**src/rtl/bcd_pkg.sv**
```systemverilog
// bcd_pkg: shared constants and FSM encoding for the BCD converter and display.
package bcd_pkg;
  localparam int BCD_DIGITS = 4;
  localparam int BCD_MAX = 9999;
  localparam logic [15:0] BCD_SAT = 16'h9999;
  typedef enum logic {IDLE = 1'b0, SHIFT = 1'b1} state_t;
endpackage

```
**src/rtl/bcd_add3.sv**
```systemverilog
// bcd_add3: double-dabble digit corrector, adds 3 to a digit of 5 or more.
module bcd_add3 (
  input  logic [3:0] d,
  output logic [3:0] q
);
  always_comb q = (d >= 4'd5) ? d + 4'd3 : d;
endmodule

```
**src/rtl/bin_to_bcd4.sv**
```systemverilog
// bin_to_bcd4: sequential shift-and-add-3 binary to 4-digit packed BCD converter.
module bin_to_bcd4
  import bcd_pkg::*;
#(
  parameter int WIDTH = 14
) (
  input  logic             clk,
  input  logic             rst,
  input  logic             start,
  input  logic [WIDTH-1:0] bin,
  output logic [15:0]      bcd,
  output logic             busy,
  output logic             done,
  output logic             ovf
);
  localparam int CW = $clog2(WIDTH + 1);
  localparam logic [WIDTH-1:0] MAX_W = WIDTH'(BCD_MAX);
  state_t state_q, state_d;
  logic [CW-1:0] cnt_q, cnt_d;
  logic [WIDTH-1:0] sh_q, sh_d;
  logic [15:0] scr_q, scr_d, corr, bcd_q, bcd_d;
  logic busy_q, busy_d, done_q, done_d, ovf_q, ovf_d, ovf_nx_q, ovf_nx_d;
  for (genvar i = 0; i < BCD_DIGITS; i++) begin : g_dig
    bcd_add3 u_add3 (.d(scr_q[4*i +: 4]), .q(corr[4*i +: 4]));
  end
  always_comb begin
    state_d = state_q;
    cnt_d = cnt_q;
    sh_d = sh_q;
    scr_d = scr_q;
    bcd_d = bcd_q;
    busy_d = busy_q;
    done_d = 1'b0;
    ovf_d = ovf_q;
    ovf_nx_d = ovf_nx_q;
    if (state_q == IDLE) begin
      if (start) begin
        sh_d = bin;
        scr_d = '0;
        cnt_d = CW'(WIDTH);
        ovf_nx_d = bin > MAX_W;
        busy_d = 1'b1;
        state_d = SHIFT;
      end
    end else begin
      // Bits shifted out of the top digit are dropped; overflow saturates below.
      {scr_d, sh_d} = {corr, sh_q} << 1;
      cnt_d = cnt_q - CW'(1);
      if (cnt_q == CW'(1)) begin
        bcd_d = ovf_nx_q ? BCD_SAT : scr_d;
        ovf_d = ovf_nx_q;
        done_d = 1'b1;
        busy_d = 1'b0;
        state_d = IDLE;
      end
    end
  end
  always_ff @(posedge clk) begin
    if (rst) begin
      state_q <= IDLE;
      cnt_q <= '0;
      sh_q <= '0;
      scr_q <= '0;
      bcd_q <= '0;
      busy_q <= 1'b0;
      done_q <= 1'b0;
      ovf_q <= 1'b0;
      ovf_nx_q <= 1'b0;
    end else begin
      state_q <= state_d;
      cnt_q <= cnt_d;
      sh_q <= sh_d;
      scr_q <= scr_d;
      bcd_q <= bcd_d;
      busy_q <= busy_d;
      done_q <= done_d;
      ovf_q <= ovf_d;
      ovf_nx_q <= ovf_nx_d;
    end
  end
  assign bcd = bcd_q;
  assign busy = busy_q;
  assign done = done_q;
  assign ovf = ovf_q;
endmodule

```
**config.mk**
```make
export PLATFORM = sky130hd
export DESIGN_NAME = bin_to_bcd4
export DESIGN_NICKNAME = d
export VERILOG_FILES = /design/src/rtl/bcd_pkg.sv /design/src/rtl/bcd_add3.sv /design/src/rtl/bin_to_bcd4.sv
export SDC_FILE = /design/constraint.sdc
export NUM_CORES = 1
export LEC_CHECK = 0
export CAP_MARGIN = 20
export CORE_MARGIN = 5
export CORE_UTILIZATION = 30
export CTS_CLUSTER_SIZE = 20
export DETAILED_ROUTE_END_ITERATION = 16
export SLEW_MARGIN = 20
export SYNTH_ARGS = -nofsm -noshare
export SYNTH_HDL_FRONTEND = slang
export SYNTH_HIERARCHICAL = 1
export SYNTH_SLANG_ARGS = --single-unit
```
**constraint.sdc**
```tcl
create_clock -name clk -period 3.2 [get_ports clk]
set_input_delay 0.64 -clock clk [delete_from_list [all_inputs] [get_ports clk]]
set_output_delay 0.64 -clock clk [all_outputs]
set_load 0.05 [all_outputs]
```
==> metrics.md, run 1 <==
| Metric | Value |
|---|---|
| Status | `completed` |
| Part of the power in registers | `56.8%` |
| Final hold vios | `0` |
| Detailed-route wire length | `5390 um` |
| Setup repair after global routing missed its margin | `no` |
| PortBufs | `35` |
| Pin count of the biggest net entering global routing | `36` |
| Worst IR Drop VDD | `0.000195 V` |
| Nets | `333` |
| Internal power summed over all cells | `0.971 mW` |
| Clock buffer count from CTS | `5` |
| Wire length of the first global-routing pass | `9180 um` |
| Worst flop-to-flop path endpoint | `bcd[3]` |
| Warnings from Yosys | `6` |
| Kind of cell with the highest combined delay on the critical path | `buffers and inverters` |
| Switching share of total power | `24.2%` |
| Time the worst path needs with I/O delays and setup | `2.14 ns` |
| Crit path launch | `bcd[0]` |
| Proportion of power drawn by combinational gates | `10.5%` |
| Highest-delay cell along the critical path | `sky130_fd_sc_hd__clkdlybuf4s50_1` |
| Ratio of cells with drive above 1 in the final layout | `12.1%` |
| Initial DRC Count | `62` |
| Post-CTS resize count | `0` |
| Clock sink total | `55` |
| Area delta synth->final | `17.9%` |
| Number of placed instances with taps included | `407` |
| Tot Pwr | `1.28 mW` |
| Total routing resource utilization after global routing | `10.2%` |
| Type of the setup path with the least slack | `reg2out` |
| DIE HEIGHT | `104 um` |
| Clock H-tree levels | `2` |
| Vias per cell | `4.77` |
| Highest clock rate | `468 MHz` |
| Initial Util | `30.8%` |
| Endpoint kind of the worst setup timing path | `output pin` |
| Antenna Cells | `0` |
| Core outline area | `8680 um^2` |
| Clock share of power | `32.7%` |
| Maximum fanout along the worst path | `2` |
| Gp weighted congestion | `0.758` |
| Synthesized net count | `305` |
| Total buffers and inverters traversed by the critical path | `1` |
| Remaining antenna violation count after routing | `0` |
| Number of fill cells in the layout | `912` |
| Remaining max-slew budget at the tightest pin | `50.4%` |
| Critical-path cell list | `clkdlybuf4s50_1` |
| Clock slew seen by the registers of the worst setup and hold paths | `0.09 ns` |
| I/O pins | `36` |
| Finished Layout Cells | `415` |
| Endpoint, Worst Hold | `bcd[4]` |
| TritonRoute pass-1 iters | `4` |
| Chip Width | `104 um` |
| Startpoint types | `flop` |
| Final setup viols | `0` |
| HPWL after detailed placement | `3740 um` |
| Clock network latency to the later pin of the worst-skew pair | `0.30 ns` |
| CP peak stage delay | `0.82 ns` |
| TNS Setup | `0 ns` |
| Worst Max-Slew Pin Slew | `0.741 ns` |
| Post-CTS Setup Bufs | `0` |
| DP Worst Slack | `0.876 ns` |
| Internal reg-to-reg setup slack | `1.61 ns` |
| Routed length per placed instance | `13.0 um` |
| Per-instance average area after synthesis | `9.60 um^2` |
| Fin crit share | `66.7%` |
| Hold-critical path depth | `1` |
| Clk_skew | `0.00693 ns` |
| Clock tree from TritonCTS | `yes` |
| R2r startpoint | `state_q` |
| Reported net switching power | `0.310 mW` |
| Clock buffer depth | `2` |
| Required time of the worst setup path | `2.56 ns` |
| Arr. time, crit path | `1.50 ns` |
| DRC violations left | `0` |
| Start point of the worst hold path | `bcd[4]` |
| Initial antenna violation count | `0` |
| Root cell of the clock tree | `sky130_fd_sc_hd__clkbuf_8` |
| Area enclosed by the die boundary | `10900 um^2` |
| Max-cap violations | `0` |
| Post-Syn Area | `2670 um^2` |
| Power density over cell area | `407 nW/um^2` |
| Path type of the worst min-delay path | `reg2reg` |
| Worst setup slack after layout | `1.06 ns` |
| Cell count of the worst reg-to-reg path | `3` |
| Total global routing overflow | `0` |
| Via count | `1979` |
| # rows | `34` |
| Count of final max-slew check failures | `0` |
| Via count of the first global-routing pass | `1926` |
| Quantity of hold-fixing buffers added after cts | `0` |
| Instance count of the mapped netlist | `278` |
| Leakage Power | `1.18 nW` |
[power groups by stage]
| stage | sequential (mW) | combinational (mW) | clock [mW] |
|---|---|---|---|
| 6_report | 0.729 | 0.134 | 0.419 |
| 3_3_place_gp | 0.744 | 0.132 | 0 |
| 2_1_floorplan | 0.736 | 0.107 | 0 |
| 5_1_grt | 0.733 | 0.148 | 0.459 |
| 4_1_cts | 0.729 | 0.136 | 0.430 |
| 3_5_place_dp | 0.745 | 0.135 | 0 |
[layout by cell type (no fill, tap or decap), types with 2 or more instances in the layout]
cell type and n:
sky130_fd_sc_hd__dfxtp_1 54, sky130_fd_sc_hd__nand2_1 15, sky130_fd_sc_hd__buf_4 4, sky130_fd_sc_hd__mux2_2 13
sky130_fd_sc_hd__o21ai_1 3, sky130_fd_sc_hd__clkdlybuf4s50_1 35, sky130_fd_sc_hd__xnor2_1 4, sky130_fd_sc_hd__o2bb2ai_1 6
sky130_fd_sc_hd__nand2b_1 9, sky130_fd_sc_hd__nor3_1 3, sky130_fd_sc_hd__nor2_1 43, sky130_fd_sc_hd__nor3b_1 17
sky130_fd_sc_hd__a21oi_2 4, sky130_fd_sc_hd__inv_1 10, sky130_fd_sc_hd__o2bb2ai_2 2, sky130_fd_sc_hd__clkbuf_8 7
sky130_fd_sc_hd__a22o_1 9, sky130_fd_sc_hd__a311oi_1 3, sky130_fd_sc_hd__mux2i_1 19, sky130_fd_sc_hd__o21ai_0 3
sky130_fd_sc_hd__a21oi_1 19, sky130_fd_sc_hd__ha_1 10
[final cells by class]
class	count	area, um^2	share of cell area [%]
tap	108	135	4.29
sequential	55	1100	35.0
timing repair buffer	39	380	12.1
inverter	11	46.3	1.47
clock buffer	8	100	3.18
multi-input combinational	194	1380	44.0
[flip-flops by register name, summed over array words and instances (netlist names)]
register and count:
bcd 16, busy 1, cnt_q 4, done 1, ovf 1, ovf_nx_q 1
scr_q 16, sh_q 14, state_q 1
[worst max path at each step]
stage	slack [ns]	to	cells after the start
after global placement	0.89	sh_q[4]	4
after CTS	1.04	bcd[0]	1
final	1.06	bcd[0]	1
after floorplan	1.66	sh_q[13]	5
after detailed placement	0.88	sh_q[13]	4
after global routing	1.01	bcd[15]	1
[stage by stage]
step                hold WS (ns)  instance area (um^2)  utilization, %
floorplan                  0.450                  2670               -
detailed placement         0.456                  3050            35.1
global placement           0.448                  3050            35.1
finish                     0.477                  3150            36.3
CTS                        0.479                  3150            36.3
global route               0.500                  3150            36.3
[metal layers]
layer	track usage, %	up-vias	part of all wire, %
li1	-	1014	-
met1	13.0	929	49
met2	16.7	32	45
met3	2.98	4	4.7
met4	2.78	0	0.82
met5	0	-	0
No activity file was read; power rests on OpenSTA's default activity.
==> run 2, diff against run 1 <==
==> constraint.sdc (replaced) <==
create_clock -name clk -period 1.8 [get_ports clk]
set_input_delay 0.36 -clock clk [delete_from_list [all_inputs] [get_ports clk]]
set_output_delay 0.36 -clock clk [all_outputs]
set_load 0.05 [all_outputs]
==> run 2 against run 1 <==
Effect of this change:
- register-to-register slack got worse by 1.4 ns
- final cell count up 0.96%
- die area did not move
- first-iteration DRC count decreased by 11%
- sequential power increased by 76%
- via count is 1.3% lower
- sequential cell count unchanged
- worst setup slack worse by 0.84 ns
- clock power increased by 66%
- cell area down 0.32%
- largest cell class unchanged
==> metrics.md, run 2 (synthesis results as in run 1) <==
| Metric | Value |
|---|---|
| Status | `completed` |
| Clock buffer count from CTS | `5 (unchanged)` |
| Area enclosed by the die boundary | `10900 um^2 (unchanged)` |
| Clock buffer depth | `2 (unchanged)` |
| Hold-critical path depth | `1 (unchanged)` |
| Clock tree from TritonCTS | `yes` |
| Remaining antenna violation count after routing | `0 (unchanged)` |
| Max-cap violations | `0 (unchanged)` |
| Clk_skew | `0.00587 ns (-0.00106 ns)` |
| Initial Util | `30.8% (unchanged)` |
| Initial antenna violation count | `0 (unchanged)` |
| Final setup viols | `0 (unchanged)` |
| HPWL after detailed placement | `3890 um (+3.9%)` |
| PortBufs | `35 (unchanged)` |
| Antenna Cells | `0 (unchanged)` |
| Clock network latency to the later pin of the worst-skew pair | `0.30 ns (about the same)` |
| Endpoint kind of the worst setup timing path | `flop` |
| Maximum fanout along the worst path | `19 (+17)` |
| Type of the setup path with the least slack | `reg2reg` |
| Startpoint types | `flop` |
| Total routing resource utilization after global routing | `9.98% (-0.19 points)` |
| Internal reg-to-reg setup slack | `0.23 ns (-1.38 ns)` |
| Total global routing overflow | `0 (unchanged)` |
| Finished Layout Cells | `419 (+0.96%)` |
| Count of final max-slew check failures | `0 (unchanged)` |
| Clock sink total | `55 (unchanged)` |
| I/O pins | `36 (unchanged)` |
| Routed length per placed instance | `12.5 um (-3.4%)` |
| Highest-delay cell along the critical path | `sky130_fd_sc_hd__nor2b_4` |
| Remaining max-slew budget at the tightest pin | `64.2% (+14 points)` |
| Arr. time, crit path | `1.82 ns (+0.32 ns)` |
| Detailed-route wire length | `5260 um (-2.4%)` |
| Worst IR Drop VDD | `0.000258 V (+32%)` |
| DIE HEIGHT | `104 um (unchanged)` |
| # rows | `34 (unchanged)` |
| Pin count of the biggest net entering global routing | `27 (-25%)` |
| Worst Max-Slew Pin Slew | `0.537 ns (-0.204 ns)` |
| Final hold vios | `0 (unchanged)` |
| Core outline area | `8680 um^2 (unchanged)` |
| Via count of the first global-routing pass | `1955 (+1.5%)` |
| Post-CTS resize count | `0 (unchanged)` |
| Required time of the worst setup path | `2.05 ns (-0.51 ns)` |
| Via count | `1954 (-1.3%)` |
| Chip Width | `104 um (unchanged)` |
| Core occupancy in the finished layout | `36.2% (-0.12 points)` |
| Area delta synth->final | `17.5%` |
| Leakage Power | `1.25 nW (+5.2%)` |
| Critical-path cell list | `inv_1, ha_1, nand4bb_4, nor2b_4, and2_4` |
| R2r startpoint | `cnt_q[1]` |
| Setup repair after global routing missed its margin | `no` |
| DRC violations left | `0 (unchanged)` |
| Initial DRC Count | `55 (-11%)` |
| Endpoint, Worst Hold | `bcd[3]` |
| Start point of the worst hold path | `bcd[3]` |
| Path type of the worst min-delay path | `reg2reg` |
| CP peak stage delay | `0.49 ns (-0.33 ns)` |
| Gp weighted congestion | `0.808 (+6.6%)` |
| Clock slew seen by the registers of the worst setup and hold paths | `0.09 ns (about the same)` |
| Clock H-tree levels | `2 (unchanged)` |
| Most common library cell in the layout ignoring fill and taps | `sky130_fd_sc_hd__dfxtp_1` |
| Fin crit share | `87.5%` |
| Most frequent cells in the layout | `54 x sky130_fd_sc_hd__dfxtp_1, 43 x sky130_fd_sc_hd__nor2_1, 27 x sky130_fd_sc_hd__buf_4` |
| Power density over cell area | `711 nW/um^2 (+75%)` |
| TritonRoute pass-1 iters | `4 (unchanged)` |
| TNS Setup | `0 ns (unchanged)` |
| Time the worst path needs with I/O delays and setup | `1.57 ns` |
| Number of placed instances with taps included | `412 (+1.2%)` |
| Ratio of cells with drive above 1 in the final layout | `19.6% (+7.6 points)` |
| Post-CTS Setup Bufs | `0 (unchanged)` |
| Nets | `338 (+1.5%)` |
| Quantity of hold-fixing buffers added after cts | `0 (unchanged)` |
| Worst flop-to-flop path endpoint | `state_q` |
| Wire length of the first global-routing pass | `9210 um (+0.30%)` |
| Root cell of the clock tree | `sky130_fd_sc_hd__clkbuf_8` |
| Cell count of the worst reg-to-reg path | `5 (+2)` |
| Highest clock rate | `635 MHz` |
| Vias per cell | `4.66 (-2.2%)` |
run 2: stage by stage:
step	hold slack [ns]	worst slack, ns	power [mW]	cell area [um^2]
floorplan	0.450	0.483	1.50	2670
global placement	0.447	0.0707	1.57	3050
detailed placement	0.451	0.0285	1.57	3050
CTS	0.479	0.188	2.26	3140
global route	0.490	0.0929	2.35	3140
finish	0.474	0.226	2.23	3140
run 2: cell type report:
cell class                 count  area (um^2)
inverter                      11         46.3
clock inverter                 1         5.00
clock buffer                   6         82.6
sequential                    55         1100
tap                          108          135
timing repair buffer          44          383
multi-input combinational    194         1380
fill                         905         5540
run 2: critical path, delay by kind of cell, from the launching register on:
| family | cells | cell delay [ns] |
|---|---|---|
| buf+inv | 1 | 0.07 |
| fa+ha+maj | 1 | 0.22 |
| flops | 1 | 0.38 |
| simple gates | 3 | 0.85 |
run 2: worst max-delay path by stage:
| stage | startpoint | to | slack [ns] | cells after the start |
|---|---|---|---|---|
| after floorplan | cnt_q[1] | state_q | 0.48 | 7 |
| after global placement | rst | bcd[6] | 0.07 | 4 |
| after detailed placement | rst | bcd[13] | 0.03 | 4 |
| after CTS | cnt_q[1] | state_q | 0.19 | 5 |
| after global routing | cnt_q[1] | state_q | 0.09 | 5 |
| final | cnt_q[1] | state_q | 0.23 | 5 |
run 2: routing by layer:
layer | share of wire (%) | GRT usage [%] | wire length (um) | vias to the layer above
met1 | 51 | 13.5 | 2690 | 894
met4 | 0.32 | 2.50 | 17 | 0
met2 | 44 | 15.8 | 2320 | 36
met5 | 0 | 0 | 0 | -
li1 | - | - | - | 1021
met3 | 4.5 | 2.61 | 236 | 3
run 2: report_power, final:
| part | leakage, nW | internal (mW) | switching (mW) |
|---|---|---|---|
| combinational | 0.751 | 0.130 | 0.128 |
| clock | 0.0470 | 0.303 | 0.391 |
| sequential | 0.447 | 1.25 | 0.0285 |
